$ cat config.mk
export PLATFORM = sky130hd
export DESIGN_NAME = fwd_hazard_ctrl
export DESIGN_NICKNAME = d
export VERILOG_FILES = /design/src/rtl/fwd_hazard_ctrl.sv
export SDC_FILE = /design/constraint.sdc
export NUM_CORES = 1
export LEC_CHECK = 0
export CAP_MARGIN = 15
export CORE_UTILIZATION = 43
export CTS_BUF_LIST = sky130_fd_sc_hd__clkbuf_8
export DETAILED_ROUTE_END_ITERATION = 6
export PLACE_DENSITY = 0.88
export SYNTH_ARGS = -nofsm -noshare
export SYNTH_HDL_FRONTEND = slang
export SYNTH_SLANG_ARGS = --single-unit
export TNS_END_PERCENT = 20
$ cat constraint.sdc
create_clock -name clk -period 1.7 [get_ports clk]
set_clock_uncertainty 0.05 [all_clocks]
set_input_delay 0.425 -clock clk [delete_from_list [all_inputs] [get_ports clk]]
set_output_delay 0.425 -clock clk [all_outputs]
set_load 0.01 [all_outputs]
$ cat src/rtl/fwd_hazard_ctrl.sv
// fwd_hazard_ctrl
//   Forwarding and hazard controller for the RISC-V pipeline. A DEPTH-entry
//   scoreboard follows every instruction from EX (entry 0) to writeback
//   (entry DEPTH-1). For each source operand of the instruction in decode the
//   youngest producing entry is selected as the forward source. A load that is
//   still too young to forward raises a load-use stall. Bubbles are inserted
//   on stall, redirect or an empty decode slot. Saturating counters record
//   stall cycles and accepted redirects.
//
// Ports
//   clk, rst          clock, asynchronous active-high reset
//   inst, inst_valid  instruction in decode and its valid flag
//   stall_in          external freeze: scoreboard holds, redirect ignored
//   redirect          taken branch/jump resolved in EX this cycle
//   fwd_rs1, fwd_rs2  0 = register file, k = forward from entry k-1
//   hazard_stall      hold PC and decode register
//   insert_bubble     entry 0 receives a bubble at the next edge
//   wb_regwren, wb_rd register-file write enable / address from entry DEPTH-1
//   stall_cnt         saturating count of hazard_stall cycles
//   flush_cnt         saturating count of accepted redirects
module fwd_hazard_ctrl #(
  parameter int DEPTH    = 2,
  parameter int LOAD_LAT = 1,
  parameter int CNT_W    = 16,
  localparam int FW      = $clog2(DEPTH + 1)
) (
  input  logic             clk,
  input  logic             rst,
  input  logic [31:0]      inst,
  input  logic             inst_valid,
  input  logic             stall_in,
  input  logic             redirect,
  output logic [FW-1:0]    fwd_rs1,
  output logic [FW-1:0]    fwd_rs2,
  output logic             hazard_stall,
  output logic             insert_bubble,
  output logic             wb_regwren,
  output logic [4:0]       wb_rd,
  output logic [CNT_W-1:0] stall_cnt,
  output logic [CNT_W-1:0] flush_cnt
);

  localparam logic [4:0] OP_LOAD   = 5'd0;
  localparam logic [4:0] OP_I      = 5'd4;
  localparam logic [4:0] OP_AUIPC  = 5'd5;
  localparam logic [4:0] OP_STORE  = 5'd8;
  localparam logic [4:0] OP_R      = 5'd12;
  localparam logic [4:0] OP_LUI    = 5'd13;
  localparam logic [4:0] OP_CSRW   = 5'd16;
  localparam logic [4:0] OP_CSRWI  = 5'd17;
  localparam logic [4:0] OP_BRANCH = 5'd24;
  localparam logic [4:0] OP_JALR   = 5'd25;
  localparam logic [4:0] OP_JAL    = 5'd27;

  // Scoreboard state
  logic [DEPTH-1:0] valid_reg, valid_next;
  logic [DEPTH-1:0] wr_reg, wr_next;
  logic [DEPTH-1:0] load_reg, load_next;
  logic [4:0]       rd_reg  [DEPTH];
  logic [4:0]       rd_next [DEPTH];

  // Decode classification
  logic [4:0] opcode, dec_rd, dec_rs1_idx, dec_rs2_idx;
  logic       dec_wr, dec_rs1, dec_rs2, dec_load;
  logic       unused_bits;

  assign opcode      = inst[6:2];
  assign dec_rd      = inst[11:7];
  assign dec_rs1_idx = inst[19:15];
  assign dec_rs2_idx = inst[24:20];
  assign dec_load    = (opcode == OP_LOAD);
  assign unused_bits = ^{inst[31:25], inst[14:12], inst[1:0]};

  always_comb begin
    dec_wr  = 1'b0;
    dec_rs1 = 1'b0;
    dec_rs2 = 1'b0;
    case (opcode)
      OP_LOAD, OP_JALR, OP_I, OP_CSRW: begin
        dec_wr  = 1'b1;
        dec_rs1 = 1'b1;
      end
      OP_R: begin
        dec_wr  = 1'b1;
        dec_rs1 = 1'b1;
        dec_rs2 = 1'b1;
      end
      OP_JAL, OP_AUIPC, OP_LUI, OP_CSRWI: dec_wr = 1'b1;
      OP_STORE, OP_BRANCH: begin
        dec_rs1 = 1'b1;
        dec_rs2 = 1'b1;
      end
      default: ;
    endcase
  end

  // Per-entry operand match. wr_reg already excludes rd=x0, so x0 never matches.
  logic [DEPTH-1:0] match1, match2;
  genvar gi;
  generate
    for (gi = 0; gi < DEPTH; gi++) begin : g_match
      assign match1[gi] = valid_reg[gi] & wr_reg[gi] & (rd_reg[gi] == dec_rs1_idx)
                        & dec_rs1 & inst_valid;
      assign match2[gi] = valid_reg[gi] & wr_reg[gi] & (rd_reg[gi] == dec_rs2_idx)
                        & dec_rs2 & inst_valid;
    end
  endgenerate

  // Walk from oldest to youngest so the youngest match overwrites; only the
  // youngest match decides whether the value is forwardable yet.
  logic haz1, haz2;
  always_comb begin
    fwd_rs1 = '0;
    fwd_rs2 = '0;
    haz1    = 1'b0;
    haz2    = 1'b0;
    for (int i = DEPTH - 1; i >= 0; i--) begin
      if (match1[i]) begin
        fwd_rs1 = FW'(i + 1);
        haz1    = load_reg[i] && (i < LOAD_LAT);
      end
      if (match2[i]) begin
        fwd_rs2 = FW'(i + 1);
        haz2    = load_reg[i] && (i < LOAD_LAT);
      end
    end
  end

  // Redirect outranks load-use: the decode instruction is killed anyway.
  assign hazard_stall  = (haz1 | haz2) & ~redirect & ~stall_in;
  assign insert_bubble = (hazard_stall | redirect | ~inst_valid) & ~stall_in;

  assign wb_regwren = valid_reg[DEPTH-1] & wr_reg[DEPTH-1];
  assign wb_rd      = rd_reg[DEPTH-1];

  // Next scoreboard contents when the pipe advances
  generate
    for (gi = 0; gi < DEPTH; gi++) begin : g_shift
      if (gi == 0) begin : g_head
        assign valid_next[0] = ~insert_bubble;
        assign wr_next[0]    = ~insert_bubble & dec_wr & (dec_rd != 5'd0);
        assign load_next[0]  = ~insert_bubble & dec_load;
        assign rd_next[0]    = insert_bubble ? 5'd0 : dec_rd;
      end else begin : g_body
        assign valid_next[gi] = valid_reg[gi-1];
        assign wr_next[gi]    = wr_reg[gi-1];
        assign load_next[gi]  = load_reg[gi-1];
        assign rd_next[gi]    = rd_reg[gi-1];
      end
    end
  endgenerate

  always_ff @(posedge clk or posedge rst) begin
    if (rst) begin
      valid_reg <= '0;
      wr_reg    <= '0;
      load_reg  <= '0;
      for (int i = 0; i < DEPTH; i++) rd_reg[i] <= 5'd0;
    end else if (!stall_in) begin
      valid_reg <= valid_next;
      wr_reg    <= wr_next;
      load_reg  <= load_next;
      rd_reg    <= rd_next;
    end
  end

  // Saturating performance counters
  always_ff @(posedge clk or posedge rst) begin
    if (rst) begin
      stall_cnt <= '0;
      flush_cnt <= '0;
    end else begin
      if (hazard_stall && (stall_cnt != '1)) stall_cnt <= stall_cnt + 1'b1;
      if (redirect && !stall_in && (flush_cnt != '1)) flush_cnt <= flush_cnt + 1'b1;
    end
  end

endmodule

* Yosys cells after proc, flatten, opt, wreduce, memory -nomap -nowiden *
Cells that the tools add are included.

storage, ports and cells
  flip-flop bits (word level) = 47
  input bits = 37
  output and inout bits = 44
  word-level logic and storage cells = 71

cells by class
  add/sub/neg operators = 2
  equality and inequality tests = 16
  multiplexer cells = 10
  bitwise gates (word level) = 27
  reduce and logical (&&, ||, !) cells = 9

operators by type and width
  kind                                                                   number
  16-bit by 1-bit adder with 16-bit output, second input constant        2
  16-bit inequality test, second input constant                          2
  5-bit equality test, second input constant                             5
  1-bit AND                                                              20
  5-bit equality test                                                    4
  5-bit by 4-bit equality test with 1-bit output, second input constant  3
  5-bit by 3-bit equality test with 1-bit output, second input constant  2
  9-bit OR reduction                                                     1
  2-bit 2-to-1 mux                                                       4
  7-bit OR reduction                                                     1
  5-bit logical NOT                                                      1
  1-bit 2-to-1 mux                                                       5
  5-bit 2-to-1 mux                                                       1
  5-bit nonzero test                                                     1
  1-bit NOT                                                              4
  1-bit logical AND                                                      3
  1-bit OR                                                               3
  3-bit OR reduction                                                     1
  1-bit logical NOT                                                      1

* Logic depth before layout (Yosys ltp) *
Gate-level depths: netlist (run 1).

  depth after elaboration = 15
  depth in mapped cells = 7
  depth with buffers taken out = 7

* Least setup slack after synthesis (run 1) *
Ideal clock, no wire load.

  kind = reg2out
  start = register rd_reg, in the netlist rd_next[1]
  end = output port insert_bubble
  data arrival time = 1.501 ns
  data required time = 1.225 ns
  setup slack = -0.276 ns
  stages on the path, launching flop included = 6
  path buffers = 0
  cells stage by stage = dfrtp_1 -> xnor2_1 -> nand3_1 -> nor3_2 -> o21ai_0 -> a31oi_1

between the ends
  cells in the longest elaborated chain, start to end = 11

ends and longest elaborated chain
  element                                    line      RTL
  start: declaration                         59        logic [4:0] rd_reg [DEPTH];
  start signal: assignment                   163       rd_reg <= rd_next;
  5-bit equality test (on tied branches)     102, 104
  1-bit AND (on tied branches)               102, 104
  1-bit AND (on tied branches) (2 in a row)  103, 105
  1-bit 2-to-1 mux (on tied branches)        118, 122
  1-bit OR *                                 130       assign hazard_stall = (haz1 | haz2) & ~redirect & ~stall_in;
  1-bit AND * (2 in a row)                   130
  1-bit OR * (2 in a row)                    131       assign insert_bubble = (hazard_stall | redirect | ~inst_valid) & ~stall_in;
  1-bit AND *                                131
  end: declaration                           36        output logic insert_bubble,

Every way passes the cells marked *; elsewhere a longest branch is shown, timed or not.

* Final worst setup path (run 1) *
  start = register rd_reg, in the netlist rd_next[3]
  end = output port insert_bubble

The elaborated chain is that of the path after synthesis.

==> results of run 1 <==
routing by layer:
layer,up-vias,global-route usage [%]
met2,64,41.4
met3,18,4.59
met1,1151,26.9
li1,1104,-
met4,0,13.0
met5,-,0
cell type report:
| cell class | instances | share of cell area, % |
|---|---|---|
| multi-input cells | 175 | 36.8 |
| flip-flops and latches | 47 | 29.3 |
| repair buffers | 135 | 28.4 |
| well taps | 72 | 2.23 |
| clock buffers | 6 | 2.05 |
| inverters | 9 | 0.838 |
| clock inverters | 2 | 0.310 |
| diodes | 1 | 0.0621 |
layout by cell type, fill, tap and decap left out, types with 5 or more instances in the layout:
cell / n
sky130_fd_sc_hd__buf_4: 59
sky130_fd_sc_hd__nand2_1: 16
sky130_fd_sc_hd__dlygate4sd2_1: 51
sky130_fd_sc_hd__mux2_2: 9
sky130_fd_sc_hd__inv_1: 9
sky130_fd_sc_hd__clkbuf_8: 6
sky130_fd_sc_hd__nand3_1: 11
sky130_fd_sc_hd__xnor2_1: 24
sky130_fd_sc_hd__a22o_1: 7
sky130_fd_sc_hd__xnor2_2: 7
sky130_fd_sc_hd__xor2_1: 17
sky130_fd_sc_hd__nor3_2: 5
sky130_fd_sc_hd__nand4_1: 10
sky130_fd_sc_hd__dfrtp_1: 44
sky130_fd_sc_hd__clkdlybuf4s50_1: 6
sky130_fd_sc_hd__buf_6: 11
sky130_fd_sc_hd__a21oi_1: 5
sky130_fd_sc_hd__nor2_1: 13
power groups by stage:
stage          clock network (mW)  logic [mW]  registers [mW]
2_1_floorplan                   0       0.220            1.36
3_3_place_gp                    0       0.619            1.32
4_1_cts                     0.722       0.590            1.30
3_5_place_dp                    0       0.636            1.33
6_report                    0.714       0.618            1.31
5_1_grt                     0.782       0.668            1.32
through the flow:
stage | power, mW | util, % | hold slack, ns | instance area [um^2] | TNS [ns]
2_1_floorplan | 1.58 | - | 0.421 | 2470 | -2.03
3_3_place_gp | 1.93 | 66.1 | 0.428 | 3640 | -29.63
3_5_place_dp | 1.96 | 66.1 | 0.443 | 3640 | -32.18
4_1_cts | 2.62 | 70.6 | 0.422 | 3880 | -8.61
5_1_grt | 2.77 | 73.2 | 0.420 | 4030 | -14.51
6_report | 2.64 | 73.2 | 0.404 | 4030 | -11.34
kinds of logic (layout without fill, tap and decap cells):
logic type / count (synthesis) / count (layout) / synth area share [%]
AND/OR/NAND/NOR: 92 / 92 / 20.5
XOR/XNOR: 48 / 48 / 17.2
flip-flops: 47 / 47 / 48.1
AO/OA/AOI/OAI: 24 / 24 / 7.26
buffers and inverters: 12 / 152 / 1.89
multiplexers: 9 / 9 / 4.14
adder cells (fa/ha/maj): 2 / 2 / 1.02
other: 0 / 1 / 0
path summary, 6_finish.rpt:
| path | startpoint | endpoint | slack (ns) | depth (start not counted) |
|---|---|---|---|---|
| worst max-delay path | rd_next[3]$_DFFE_PP0N_ | insert_bubble | -0.66 | 7 |
| worst min-delay path | rst | flush_cnt[0]$_DFFE_PP0P_ | 0.40 | 3 |
| worst max register to register | rd_next[3]$_DFFE_PP0N_ | stall_cnt[14]$_DFFE_PP0P_ | -0.43 | 8 |
| worst min register to register | flush_cnt[13]$_DFFE_PP0P_ | flush_cnt[13]$_DFFE_PP0P_ | 0.44 | 1 |
| max in group asynchronous | rst | stall_cnt[10]$_DFFE_PP0P_ | 0.95 | 3 |
| min in group clk | flush_cnt[13]$_DFFE_PP0P_ | flush_cnt[13]$_DFFE_PP0P_ | 0.44 | 1 |
what timing repair did:
| action | CTS | global route |
|---|---|---|
| resized for setup | 122 | 22 |
| pin swaps | 28 | 21 |
| buffers inserted | 11 | 6 |
| endpoints found under the setup margin | 81 | 43 |
critical path, delay by kind of cell, from the launching register on:
family / cells / cell delay, ns
simple gates: 2 / 0.45
flops: 1 / 0.47
compound gates: 2 / 0.18
buf+inv: 2 / 0.30
xor+xnor: 1 / 0.20
==> impl_results.html, run 1 <==
<table>
<tr><th>Metric</th><th>Value</th></tr>
<tr><th colspan="2">Synthesis</th></tr>
<tr><td>EDFF count, synth</td><td>0</td></tr>
<tr><td>Yosys warning count</td><td>0</td></tr>
<tr><td>Share of the yosys chip area belonging to registers</td><td>between 40% and 50%</td></tr>
<tr><td>Count leader, synth</td><td>sky130_fd_sc_hd__dfrtp_1</td></tr>
<tr><td>Seq cells post-synth</td><td>between 40 and 50</td></tr>
<tr><td>Syn Nets</td><td>roughly 270</td></tr>
<tr><td>Yosys top cell by area</td><td>sky130_fd_sc_hd__dfrtp_1</td></tr>
<tr><td>Most common flop cell mapped by yosys</td><td>sky130_fd_sc_hd__dfrtp_1</td></tr>
<tr><td>Area share of the leading cell type in the synthesized netlist</td><td>48.1%</td></tr>
<tr><td>Combined area of all synthesized cells</td><td>between 0.002 and 0.0025 mm^2</td></tr>
<tr><td>Main area contributors after synthesis</td><td>sky130_fd_sc_hd__dfrtp_1, sky130_fd_sc_hd__xnor2_1, sky130_fd_sc_hd__xor2_1, sky130_fd_sc_hd__mux2_2, sky130_fd_sc_hd__nor2_1</td></tr>
<tr><td>Synthesized instance count</td><td>around 230</td></tr>
<tr><td>Leading cell types by count after synthesis</td><td>sky130_fd_sc_hd__dfrtp_1, sky130_fd_sc_hd__xnor2_1, sky130_fd_sc_hd__nor2_1</td></tr>
<tr><td>Asr flop ratio synth</td><td>100%</td></tr>
<tr><td>Count of cell types in the netlist</td><td>between 40 and 50</td></tr>
<tr><td>Avg Inst Size Synth</td><td>10.5 um^2</td></tr>
<tr><th colspan="2">Timing</th></tr>
<tr><td>Worst Max-Slew Pin Slew</td><td>0.343 ns</td></tr>
<tr><td>Relative max-transition margin</td><td>between 70% and 80%</td></tr>
<tr><td>Final number of hold-violating endpoints</td><td>0</td></tr>
<tr><td>Min Clock Period, post-route</td><td>2.36 ns</td></tr>
<tr><td>Post-route fraction of the period consumed by the critical path</td><td>139%</td></tr>
<tr><td>Pins over their slew limit</td><td>0</td></tr>
<tr><td>Number of setup violations in the final report</td><td>30</td></tr>
<tr><td>Max Clk Rate</td><td>423 MHz</td></tr>
<tr><td>Worst Setup Slack, final</td><td>-0.663 ns</td></tr>
<tr><td>Setup repair after global routing missed its margin</td><td>true</td></tr>
<tr><th colspan="2">Worst setup path</th></tr>
<tr><td>Data arrival time of the worst path</td><td>between 1.5 and 2 ns</td></tr>
<tr><td>Required time of the worst setup path</td><td>1.22 ns</td></tr>
<tr><td>Slowest cell on the critical path</td><td>sky130_fd_sc_hd__dfrtp_2</td></tr>
<tr><td>Slowest cell delay on critical path</td><td>between 0.4 and 0.5 ns</td></tr>
<tr><td>Startpoint type of the worst setup path</td><td>flip-flop</td></tr>
<tr><td>Category of the critical setup timing path</td><td>flip-flop to output port</td></tr>
<tr><td>Maximum fanout along the worst path</td><td>4</td></tr>
<tr><td>Critical Path Sink Type</td><td>output port</td></tr>
<tr><td>Cells along the critical path</td><td>xnor2_1 -&gt; nand4_1 -&gt; nor3_4 -&gt; buf_6 -&gt; o21ai_1 -&gt; a31oi_1 -&gt; buf_2</td></tr>
<tr><th colspan="2">Detailed routing</th></tr>
<tr><td>Residual DRC</td><td>2</td></tr>
<tr><td>Violation count after the first detailed-route iteration</td><td>roughly 70</td></tr>
<tr><td>Routed length on met1</td><td>roughly 2600 um</td></tr>
<tr><td>DR WL met2</td><td>~3800 um</td></tr>
<tr><td>Routed length per placed instance</td><td>about 15 um</td></tr>
<tr><td>Average via count per standard cell</td><td>between 5 and 6</td></tr>
<tr><td>Max Used Layer</td><td>met4</td></tr>
<tr><td>Via Count</td><td>roughly 2300</td></tr>
<tr><td>Sum of met3 wire segment lengths after detailed routing</td><td>277 um</td></tr>
<tr><td>Residual antenna-violating net count after detailed routing</td><td>0</td></tr>
<tr><td>First-pass DRT Iterations</td><td>6</td></tr>
<tr><td>Post-Route WL</td><td>between 6000 and 7000 um</td></tr>
<tr><th colspan="2">Floorplan</th></tr>
<tr><td>Initial standard-cell utilization of the core</td><td>44.4%</td></tr>
<tr><td>Number of placement rows</td><td>27</td></tr>
<tr><td>Number of placed I/O pins</td><td>81</td></tr>
<tr><td>Die Ht</td><td>about 77 um</td></tr>
<tr><td>Die outline width</td><td>between 70 and 80 um</td></tr>
<tr><td>Placeable core region</td><td>~0.0055 mm^2</td></tr>
<tr><td>Die Footprint</td><td>~0.006 mm^2</td></tr>
<tr><th colspan="2">Layout</th></tr>
<tr><td>Area growth from synthesis to layout</td><td>64.7%</td></tr>
<tr><td>Combined area of the multi-input logic cells</td><td>about 0.0015 mm^2</td></tr>
<tr><td>FF/Latch Area</td><td>between 0.001 and 0.0015 mm^2</td></tr>
<tr><td>Layout cell share with drive strength beyond 1</td><td>~37%</td></tr>
<tr><td>Final cell count without fillers</td><td>between 400 and 500</td></tr>
<tr><td>NumNets Final</td><td>just over 400</td></tr>
<tr><td>FILL cells</td><td>between 300 and 400</td></tr>
<tr><td>Largest registers in the final layout</td><td>flush_cnt (16), stall_cnt (16)</td></tr>
<tr><th colspan="2">CTS</th></tr>
<tr><td>Clock-pin slew of the registers on the worst-case setup and hold paths</td><td>approximately 0.090 ns</td></tr>
<tr><td>Worst skew pair latency</td><td>roughly 0.30 ns</td></tr>
<tr><td>TritonCTS clock tree</td><td>yes</td></tr>
<tr><td>Cts hold-fix bufs</td><td>0</td></tr>
<tr><td>Clock sinks</td><td>47</td></tr>
<tr><td>Root buffer cell</td><td>sky130_fd_sc_hd__clkbuf_8</td></tr>
<tr><td>Total clock buffers created by CTS</td><td>5</td></tr>
<tr><td>Deepest level of the CTS H-tree</td><td>2</td></tr>
<tr><td>Longest Clk Path Bufs</td><td>2</td></tr>
<tr><th colspan="2">Power and ir drop</th></tr>
<tr><td>Worst VDD drop</td><td>between 0.0004 and 0.0005 V</td></tr>
<tr><td>Leakage</td><td>~2.0 nW</td></tr>
<tr><td>Switching share of power</td><td>between 20 and 30%</td></tr>
<tr><td>Power per standard cell area</td><td>approximately 660 mW/mm^2</td></tr>
<tr><td>Share of power burned in the clock network</td><td>27.0%</td></tr>
<tr><td>Internal power summed over all cells</td><td>about 1.9 mW</td></tr>
<tr><td>Proportion of power drawn by combinational gates</td><td>23.4%</td></tr>
<tr><td>Switching component of the power</td><td>between 700 and 800 uW</td></tr>
<tr><td>Sequential power share</td><td>roughly half</td></tr>
<tr><th colspan="2">Global routing</th></tr>
<tr><td>Vias in the first global route</td><td>2394</td></tr>
<tr><td>Pin count of the biggest net entering global routing</td><td>48</td></tr>
<tr><td>Global-route wire length before repair</td><td>11000 um</td></tr>
<tr><td>Remaining Overflow, GRT</td><td>0</td></tr>
<tr><td>Initial antenna violation count</td><td>1</td></tr>
<tr><td>GR Util All Layers</td><td>23.6%</td></tr>
<tr><th colspan="2">Placement</th></tr>
<tr><td>Port-buffer cells</td><td>between 60 and 70</td></tr>
<tr><td>HPWL after DPL</td><td>4470 um</td></tr>
<tr><td>Routability-driven placement congestion ratio</td><td>between 0.8 and 0.9</td></tr>
<tr><td>Post-placement setup slack</td><td>-1.18 ns</td></tr>
<tr><td>Cells after DPL</td><td>between 400 and 500</td></tr>
<tr><th colspan="2">Outcome</th></tr>
<tr><td>Violations in the final reports</td><td>DRC, setup timing</td></tr>
<tr><td>Run status</td><td>finished with violations</td></tr>
<tr><th colspan="2">Min path</th></tr>
<tr><td>Kind of path behind the tightest hold check</td><td>input pin to async pin</td></tr>
<tr><th colspan="2">Flow run</th></tr>
<tr><td>Maximum Capacitance Violations</td><td>0</td></tr>
</table>
Note: power is estimated with default switching activity, not from simulation.
==> run 2, diff against run 1 <==
CORE_UTILIZATION = 55   (was 43)
DONT_BUFFER_PORTS = 1   (was not set)
PLACE_DENSITY = 0.82   (was 0.88)
==> impl_results.html, run 2 (same netlist as run 1, synthesis figures left out) <==
<table>
<tr><th>Metric</th><th>Value</th></tr>
<tr><th colspan="2">Outcome</th></tr>
<tr><td>Run status</td><td>finished with violations (unchanged)</td></tr>
<tr><td>Violations in the final reports</td><td>setup timing (was DRC, setup timing)</td></tr>
<tr><th colspan="2">Timing</th></tr>
<tr><td>Max Clk Rate</td><td>431 MHz (was 423 MHz)</td></tr>
<tr><td>Pins over their slew limit</td><td>0 (unchanged)</td></tr>
<tr><td>Post-route fraction of the period consumed by the critical path</td><td>137% (was 139%)</td></tr>
<tr><td>Worst Setup Slack, final</td><td>-0.622 ns (was -0.663 ns)</td></tr>
<tr><td>Setup repair after global routing missed its margin</td><td>true (unchanged)</td></tr>
<tr><td>Min Clock Period, post-route</td><td>2.32 ns (was 2.36 ns)</td></tr>
<tr><td>Number of setup violations in the final report</td><td>30 (unchanged)</td></tr>
<tr><td>Setup TNS</td><td>-13.61 ns (was -11.34 ns)</td></tr>
<tr><td>Final number of hold-violating endpoints</td><td>0 (unchanged)</td></tr>
<tr><td>Worst Max-Slew Pin Slew</td><td>0.430 ns (was 0.343 ns)</td></tr>
<tr><td>Relative max-transition margin</td><td>71.3% (was 77.0%)</td></tr>
<tr><th colspan="2">CTS</th></tr>
<tr><td>Total clock buffers created by CTS</td><td>5 (unchanged)</td></tr>
<tr><td>Deepest level of the CTS H-tree</td><td>2 (unchanged)</td></tr>
<tr><td>Root buffer cell</td><td>sky130_fd_sc_hd__clkbuf_8 (unchanged)</td></tr>
<tr><td>TritonCTS clock tree</td><td>yes (unchanged)</td></tr>
<tr><td>Worst skew pair latency</td><td>0.31 ns (was 0.30 ns)</td></tr>
<tr><td>Longest Clk Path Bufs</td><td>2 (unchanged)</td></tr>
<tr><td>Clock sinks</td><td>47 (unchanged)</td></tr>
<tr><td>Clock-pin slew of the registers on the worst-case setup and hold paths</td><td>0.09 ns (about the same)</td></tr>
<tr><th colspan="2">Layout</th></tr>
<tr><td>Area of all placed cells without fillers</td><td>0.00333 mm^2 (was 0.00403 mm^2)</td></tr>
<tr><td>Area growth from synthesis to layout</td><td>36.2% (was 64.7%)</td></tr>
<tr><td>NumNets Final</td><td>346 (was 412)</td></tr>
<tr><td>ANT cells</td><td>0 (was 1)</td></tr>
<tr><td>Core occupancy in the finished layout</td><td>80.5% (was 73.2%)</td></tr>
<tr><td>Layout cell share with drive strength beyond 1</td><td>38.6% (was 36.9%)</td></tr>
<tr><td>Final cell count without fillers</td><td>358 (was 447)</td></tr>
<tr><td>Most common library cell in the layout ignoring fill and taps</td><td>sky130_fd_sc_hd__buf_4 (unchanged)</td></tr>
<tr><td>Largest registers in the final layout</td><td>flush_cnt (16), stall_cnt (16) (unchanged)</td></tr>
<tr><td>Most frequent cells in the layout</td><td>sky130_fd_sc_hd__buf_4, sky130_fd_sc_hd__dfrtp_1, sky130_fd_sc_hd__xnor2_1 (was sky130_fd_sc_hd__buf_4, sky130_fd_sc_hd__dlygate4sd2_1, sky130_fd_sc_hd__dfrtp_1)</td></tr>
<tr><td>FF/Latch Area</td><td>0.00118 mm^2 (about the same)</td></tr>
<tr><td>Combined area of the multi-input logic cells</td><td>0.00141 mm^2 (was 0.00148 mm^2)</td></tr>
<tr><td>FILL cells</td><td>237 (was 397)</td></tr>
<tr><th colspan="2">Detailed routing</th></tr>
<tr><td>Violation count after the first detailed-route iteration</td><td>87 (was 69)</td></tr>
<tr><td>Post-Route WL</td><td>6490 um (was 6870 um)</td></tr>
<tr><td>Routed length per placed instance</td><td>18.1 um (was 15.4 um)</td></tr>
<tr><td>Average via count per standard cell</td><td>5.84 (was 5.23)</td></tr>
<tr><td>Residual DRC</td><td>0 (was 2)</td></tr>
<tr><td>Via Count</td><td>2090 (was 2337)</td></tr>
<tr><td>Residual antenna-violating net count after detailed routing</td><td>0 (unchanged)</td></tr>
<tr><td>First-pass DRT Iterations</td><td>4 (was 6)</td></tr>
<tr><th colspan="2">Power and ir drop</th></tr>
<tr><td>Power per standard cell area</td><td>789 mW/mm^2 (was 656 mW/mm^2)</td></tr>
<tr><td>Worst VDD drop</td><td>0.000566 V (was 0.000411 V)</td></tr>
<tr><td>Leakage</td><td>1.59 nW (was 2.00 nW)</td></tr>
<tr><th colspan="2">Placement</th></tr>
<tr><td>Cell area after placement</td><td>0.00295 mm^2 (was 0.00364 mm^2)</td></tr>
<tr><td>Cells after DPL</td><td>339 (was 425)</td></tr>
<tr><td>Post-placement setup slack</td><td>-0.273 ns (was -1.18 ns)</td></tr>
<tr><td>Port-buffer cells</td><td>0 (was 68)</td></tr>
<tr><td>HPWL after DPL</td><td>4270 um (was 4470 um)</td></tr>
<tr><td>Routability-driven placement congestion ratio</td><td>0.808 (was 0.836)</td></tr>
<tr><th colspan="2">Floorplan</th></tr>
<tr><td>Number of placed I/O pins</td><td>81 (unchanged)</td></tr>
<tr><td>Die Ht</td><td>68.7 um (was 77.4 um)</td></tr>
<tr><td>Number of placement rows</td><td>23 (was 27)</td></tr>
<tr><td>Die outline width</td><td>68.7 um (was 77.4 um)</td></tr>
<tr><td>Initial standard-cell utilization of the core</td><td>59.1% (was 44.4%)</td></tr>
<tr><td>Placeable core region</td><td>0.00414 mm^2 (was 0.00551 mm^2)</td></tr>
<tr><td>Die Footprint</td><td>0.00472 mm^2 (was 0.00600 mm^2)</td></tr>
<tr><th colspan="2">Worst setup path</th></tr>
<tr><td>Data arrival time of the worst path</td><td>1.85 ns (was 1.89 ns)</td></tr>
<tr><td>Category of the critical setup timing path</td><td>flip-flop to output port (unchanged)</td></tr>
<tr><td>Critical Path Sink Type</td><td>output port (unchanged)</td></tr>
<tr><td>Startpoint type of the worst setup path</td><td>flip-flop (unchanged)</td></tr>
<tr><td>Required time of the worst setup path</td><td>1.22 ns (about the same)</td></tr>
<tr><td>Maximum fanout along the worst path</td><td>3 (was 4)</td></tr>
<tr><th colspan="2">Global routing</th></tr>
<tr><td>Pin count of the biggest net entering global routing</td><td>21 (was 48)</td></tr>
<tr><td>Global-route wire length before repair</td><td>9230 um (was 11000 um)</td></tr>
<tr><td>Vias in the first global route</td><td>2114 (was 2394)</td></tr>
<tr><td>Initial antenna violation count</td><td>0 (was 1)</td></tr>
<tr><td>GR Util All Layers</td><td>26.9% (was 23.6%)</td></tr>
<tr><td>Remaining Overflow, GRT</td><td>0 (unchanged)</td></tr>
<tr><th colspan="2">Flow run</th></tr>
<tr><td>Maximum Capacitance Violations</td><td>0 (unchanged)</td></tr>
<tr><th colspan="2">Min path</th></tr>
<tr><td>Kind of path behind the tightest hold check</td><td>input pin to flip-flop (was input pin to async pin)</td></tr>
</table>
run 2: power breakdown:
| part | internal [mW] | switching, mW | leakage (nW) |
|---|---|---|---|
| Combinational | 0.231 | 0.223 | 0.920 |
| Clock | 0.446 | 0.411 | 0.0587 |
| Sequential | 1.21 | 0.116 | 0.616 |
| Total | 1.88 | 0.749 | 1.59 |
run 2: metrics by stage:
step	total power [mW]	hold WS, ns
finish	2.63	0.195
global route	2.72	0.191
floorplan	1.58	0.421
CTS	2.61	0.185
detailed placement	1.76	0.278
global placement	1.73	0.276
run 2: path summary, 6_finish.rpt:
kind | slack, ns | endpoint | start | cells after the start
max in group asynchronous | 0.57 | wb_rd[1]$_DFFE_PP0N_ | rst | 3
max | -0.62 | fwd_rs2[1] | rd_next[0]$_DFFE_PP0N_ | 7
min in group asynchronous | 0.51 | stall_cnt[5]$_DFFE_PP0P_ | rst | 2
min reg2reg | 0.46 | flush_cnt[0]$_DFFE_PP0P_ | flush_cnt[0]$_DFFE_PP0P_ | 1
max reg2reg | -0.56 | rd_next[3]$_DFFE_PP0N_ | rd_next[0]$_DFFE_PP0N_ | 9
min | 0.19 | valid_reg[0]$_DFFE_PP0N_ | stall_in | 1
run 2: critical path, stage by stage (launching register included):
cell and delay (ns):
sky130_fd_sc_hd__dfrtp_1 0.44, sky130_fd_sc_hd__xnor2_2 0.16, sky130_fd_sc_hd__nand4_1 0.19, sky130_fd_sc_hd__nor3_4 0.08, sky130_fd_sc_hd__buf_4 0.14, sky130_fd_sc_hd__buf_6 0.11, sky130_fd_sc_hd__nor4_4 0.25, sky130_fd_sc_hd__buf_4 0.16
run 2: routing by layer:
layer | vias up | wire (um) | GRT usage [%]
met5 | - | 0 | 0
met2 | 76 | 3500 | 49.1
met1 | 1022 | 2380 | 28.5
met3 | 19 | 441 | 9.38
met4 | 0 | 168 | 9.69
li1 | 973 | - | -
run 2: layout make-up:
| cell class | count | share of cell area, % |
|---|---|---|
| well taps | 50 | 1.88 |
| inverters | 9 | 1.01 |
| multi-input cells | 175 | 42.3 |
| clock buffers | 5 | 2.06 |
| clock inverters | 3 | 1.43 |
| repair buffers | 69 | 16.1 |
| flip-flops and latches | 47 | 35.3 |
run 2: timing repair:
action / 4_1_cts / 5_1_grt
hold buffers: 1 / 0
hold endpoints to repair: 17 / 0
setup endpoints to repair: 31 / 37
pin swaps: 26 / 13
resized for setup: 19 / 18
setup buffers: 5 / 7
==> run 3, diff against run 2 <==
CORE_UTILIZATION = 50   (was 55)
PLACE_DENSITY = 0.77   (was 0.82)
REMOVE_ABC_BUFFERS = 1   (was not set)
==> impl_results.html, run 3 (same netlist as run 1, synthesis figures left out) <==
<table>
<tr><th>Metric</th><th>Value</th></tr>
<tr><th colspan="2">Outcome</th></tr>
<tr><td>Run status</td><td>finished with violations (unchanged)</td></tr>
<tr><td>Violations in the final reports</td><td>setup timing (unchanged)</td></tr>
<tr><th colspan="2">CTS</th></tr>
<tr><td>Deepest level of the CTS H-tree</td><td>2 (unchanged)</td></tr>
<tr><td>Total clock buffers created by CTS</td><td>5 (unchanged)</td></tr>
<tr><td>Clock-pin slew of the registers on the worst-case setup and hold paths</td><td>0.09 ns (about the same)</td></tr>
<tr><td>Root buffer cell</td><td>sky130_fd_sc_hd__clkbuf_8 (unchanged)</td></tr>
<tr><td>Longest Clk Path Bufs</td><td>2 (unchanged)</td></tr>
<tr><td>TritonCTS clock tree</td><td>yes (unchanged)</td></tr>
<tr><td>Clock sinks</td><td>47 (unchanged)</td></tr>
<tr><td>Worst skew pair latency</td><td>0.30 ns (was 0.31 ns)</td></tr>
<tr><th colspan="2">Timing</th></tr>
<tr><td>Final number of hold-violating endpoints</td><td>0 (unchanged)</td></tr>
<tr><td>Pins over their slew limit</td><td>0 (unchanged)</td></tr>
<tr><td>Worst Max-Slew Pin Slew</td><td>0.328 ns (was 0.430 ns)</td></tr>
<tr><td>Setup TNS</td><td>-9.89 ns (was -13.61 ns)</td></tr>
<tr><td>Setup repair after global routing missed its margin</td><td>true (unchanged)</td></tr>
<tr><td>Post-route fraction of the period consumed by the critical path</td><td>133% (was 137%)</td></tr>
<tr><td>Number of setup violations in the final report</td><td>30 (unchanged)</td></tr>
<tr><td>Max Clk Rate</td><td>444 MHz (was 431 MHz)</td></tr>
<tr><td>Min Clock Period, post-route</td><td>2.25 ns (was 2.32 ns)</td></tr>
<tr><td>Worst Setup Slack, final</td><td>-0.554 ns (was -0.622 ns)</td></tr>
<tr><td>Relative max-transition margin</td><td>78.0% (was 71.3%)</td></tr>
<tr><th colspan="2">Global routing</th></tr>
<tr><td>Remaining Overflow, GRT</td><td>0 (unchanged)</td></tr>
<tr><td>Pin count of the biggest net entering global routing</td><td>48 (was 21)</td></tr>
<tr><td>Global-route wire length before repair</td><td>9140 um (was 9230 um)</td></tr>
<tr><td>Vias in the first global route</td><td>2151 (was 2114)</td></tr>
<tr><td>Initial antenna violation count</td><td>0 (unchanged)</td></tr>
<tr><td>GR Util All Layers</td><td>22.9% (was 26.9%)</td></tr>
<tr><th colspan="2">Min path</th></tr>
<tr><td>Kind of path behind the tightest hold check</td><td>input pin to async pin (was input pin to flip-flop)</td></tr>
<tr><th colspan="2">Worst setup path</th></tr>
<tr><td>Maximum fanout along the worst path</td><td>3 (unchanged)</td></tr>
<tr><td>Critical Path Sink Type</td><td>output port (unchanged)</td></tr>
<tr><td>Data arrival time of the worst path</td><td>1.78 ns (was 1.85 ns)</td></tr>
<tr><td>Category of the critical setup timing path</td><td>flip-flop to output port (unchanged)</td></tr>
<tr><td>Startpoint type of the worst setup path</td><td>flip-flop (unchanged)</td></tr>
<tr><td>Required time of the worst setup path</td><td>1.22 ns (about the same)</td></tr>
<tr><th colspan="2">Power and ir drop</th></tr>
<tr><td>Leakage</td><td>1.53 nW (was 1.59 nW)</td></tr>
<tr><td>Worst VDD drop</td><td>0.000426 V (was 0.000566 V)</td></tr>
<tr><td>Power per standard cell area</td><td>729 mW/mm^2 (was 789 mW/mm^2)</td></tr>
<tr><th colspan="2">Detailed routing</th></tr>
<tr><td>First-pass DRT Iterations</td><td>6 (was 4)</td></tr>
<tr><td>Routed length per placed instance</td><td>15.9 um (was 18.1 um)</td></tr>
<tr><td>Residual DRC</td><td>0 (unchanged)</td></tr>
<tr><td>Via Count</td><td>2088 (was 2090)</td></tr>
<tr><td>Average via count per standard cell</td><td>5.58 (was 5.84)</td></tr>
<tr><td>Violation count after the first detailed-route iteration</td><td>65 (was 87)</td></tr>
<tr><td>Residual antenna-violating net count after detailed routing</td><td>0 (unchanged)</td></tr>
<tr><td>Post-Route WL</td><td>5960 um (was 6490 um)</td></tr>
<tr><th colspan="2">Floorplan</th></tr>
<tr><td>Number of placed I/O pins</td><td>81 (unchanged)</td></tr>
<tr><td>Die outline width</td><td>72.0 um (was 68.7 um)</td></tr>
<tr><td>Die Footprint</td><td>0.00518 mm^2 (was 0.00472 mm^2)</td></tr>
<tr><td>Initial standard-cell utilization of the core</td><td>51.8% (was 59.1%)</td></tr>
<tr><td>Placeable core region</td><td>0.00472 mm^2 (was 0.00414 mm^2)</td></tr>
<tr><td>Number of placement rows</td><td>25 (was 23)</td></tr>
<tr><td>Die Ht</td><td>72.0 um (was 68.7 um)</td></tr>
<tr><th colspan="2">Layout</th></tr>
<tr><td>Core occupancy in the finished layout</td><td>69.9% (was 80.5%)</td></tr>
<tr><td>NumNets Final</td><td>345 (was 346)</td></tr>
<tr><td>Most frequent cells in the layout</td><td>sky130_fd_sc_hd__buf_4, sky130_fd_sc_hd__dfrtp_1, sky130_fd_sc_hd__xnor2_1 (unchanged)</td></tr>
<tr><td>Largest registers in the final layout</td><td>flush_cnt (16), stall_cnt (16) (unchanged)</td></tr>
<tr><td>ANT cells</td><td>0 (unchanged)</td></tr>
<tr><td>FILL cells</td><td>352 (was 237)</td></tr>
<tr><td>Layout cell share with drive strength beyond 1</td><td>37.1% (was 38.6%)</td></tr>
<tr><td>Area growth from synthesis to layout</td><td>34.9% (was 36.2%)</td></tr>
<tr><td>Most common library cell in the layout ignoring fill and taps</td><td>sky130_fd_sc_hd__buf_4 (unchanged)</td></tr>
<tr><th colspan="2">Placement</th></tr>
<tr><td>Port-buffer cells</td><td>0 (unchanged)</td></tr>
<tr><td>Routability-driven placement congestion ratio</td><td>0.823 (was 0.808)</td></tr>
<tr><td>Post-placement setup slack</td><td>-0.325 ns (was -0.273 ns)</td></tr>
<tr><td>HPWL after DPL</td><td>4140 um (was 4270 um)</td></tr>
<tr><th colspan="2">Flow run</th></tr>
<tr><td>Maximum Capacitance Violations</td><td>0 (unchanged)</td></tr>
</table>
==> run 3: changes by cell type in the layout (fill, tap and decap cells not counted), moves of 2 or more <==
cell	before	now
sky130_fd_sc_hd__buf_4	64	60
sky130_fd_sc_hd__buf_6	4	7
sky130_fd_sc_hd__inv_1	7	9
sky130_fd_sc_hd__nor2_2	1	3
sky130_fd_sc_hd__nor3_2	4	6
sky130_fd_sc_hd__nor3_4	4	2
sky130_fd_sc_hd__nor4_1	0	2
sky130_fd_sc_hd__nor4_2	5	2
sky130_fd_sc_hd__xnor2_1	26	29
sky130_fd_sc_hd__xnor2_2	5	2
==> run 3: report_power, final <==
group	leakage [nW]	internal (mW)	switching [mW]
sequential	0.617	1.20	0.116
combinational	0.858	0.228	0.211
clock	0.0505	0.277	0.368
total	1.53	1.71	0.696
==> run 3: final cells by class <==
| type | count | area (um^2) | area share [%] |
|---|---|---|---|
| multi-input cells | 175 | 1380 | 41.7 |
| flip-flops and latches | 47 | 1180 | 35.6 |
| repair buffers | 68 | 549 | 16.6 |
| well taps | 67 | 83.8 | 2.54 |
| clock buffers | 5 | 68.8 | 2.08 |
| inverters | 9 | 33.8 | 1.02 |
| clock inverters | 3 | 12.5 | 0.379 |
==> run 3: critical path, stage by stage, from the launching register on <==
cell and delay [ns]:
sky130_fd_sc_hd__dfrtp_1 0.43, sky130_fd_sc_hd__xnor2_2 0.24, sky130_fd_sc_hd__nand3_2 0.13, sky130_fd_sc_hd__nor3_2 0.29, sky130_fd_sc_hd__o21ai_1 0.11, sky130_fd_sc_hd__a31oi_1 0.15, sky130_fd_sc_hd__buf_4 0.14
==> run 3: worst paths after layout <==
| kind | start | slack (ns) | end | depth (start not counted) |
|---|---|---|---|---|
| setup reg to reg | rd_next[3]$_DFFE_PP0N_ | -0.36 | stall_cnt[8]$_DFFE_PP0P_ | 9 |
| hold / removal | rst | 0.003 | wb_rd[4]$_DFFE_PP0N_ | 2 |
| min in group clk | inst[11] | 0.20 | rd_next[4]$_DFFE_PP0N_ | 1 |
| hold reg to reg | wr_reg[1]$_DFFE_PP0N_ | 0.46 | wr_reg[1]$_DFFE_PP0N_ | 1 |
| max in group asynchronous | rst | 1.38 | stall_cnt[9]$_DFFE_PP0P_ | 2 |
| setup / recovery | rd_next[1]$_DFFE_PP0N_ | -0.55 | insert_bubble | 6 |
==> run 3: metal layers <==
metal	part of all wire (%)	GRT usage (%)	vias up
li1	-	-	967
met1	38	23.9	1032
met2	53	42.2	81
met3	7.8	7.78	8
met4	1.7	8.71	0
met5	0	0	-
==> run 3: what timing repair did <==
action                                  in CTS  in global routing
pin swaps                                   19                  8
endpoints found under the hold margin        0                  0
hold buffers                                 0                  0
resized for setup                           21                 16
cloned                                       0                  0
buffers inserted                            12                  1
endpoints found under the setup margin      30                 35
==> run 3: metrics by stage <==
| stage | instances | instance area [um^2] | power [mW] | hold slack (ns) |
|---|---|---|---|---|
| after global routing | 374 | 3300 | 2.50 | 0.0239 |
| after global placement | 354 | 2950 | 1.72 | 0.319 |
| after detailed placement | 354 | 2950 | 1.74 | 0.331 |
| after CTS | 373 | 3220 | 2.39 | 0.00574 |
| final | 374 | 3300 | 2.41 | 0.00258 |
| after floorplan | 231 | 2430 | 1.57 | 0.420 |
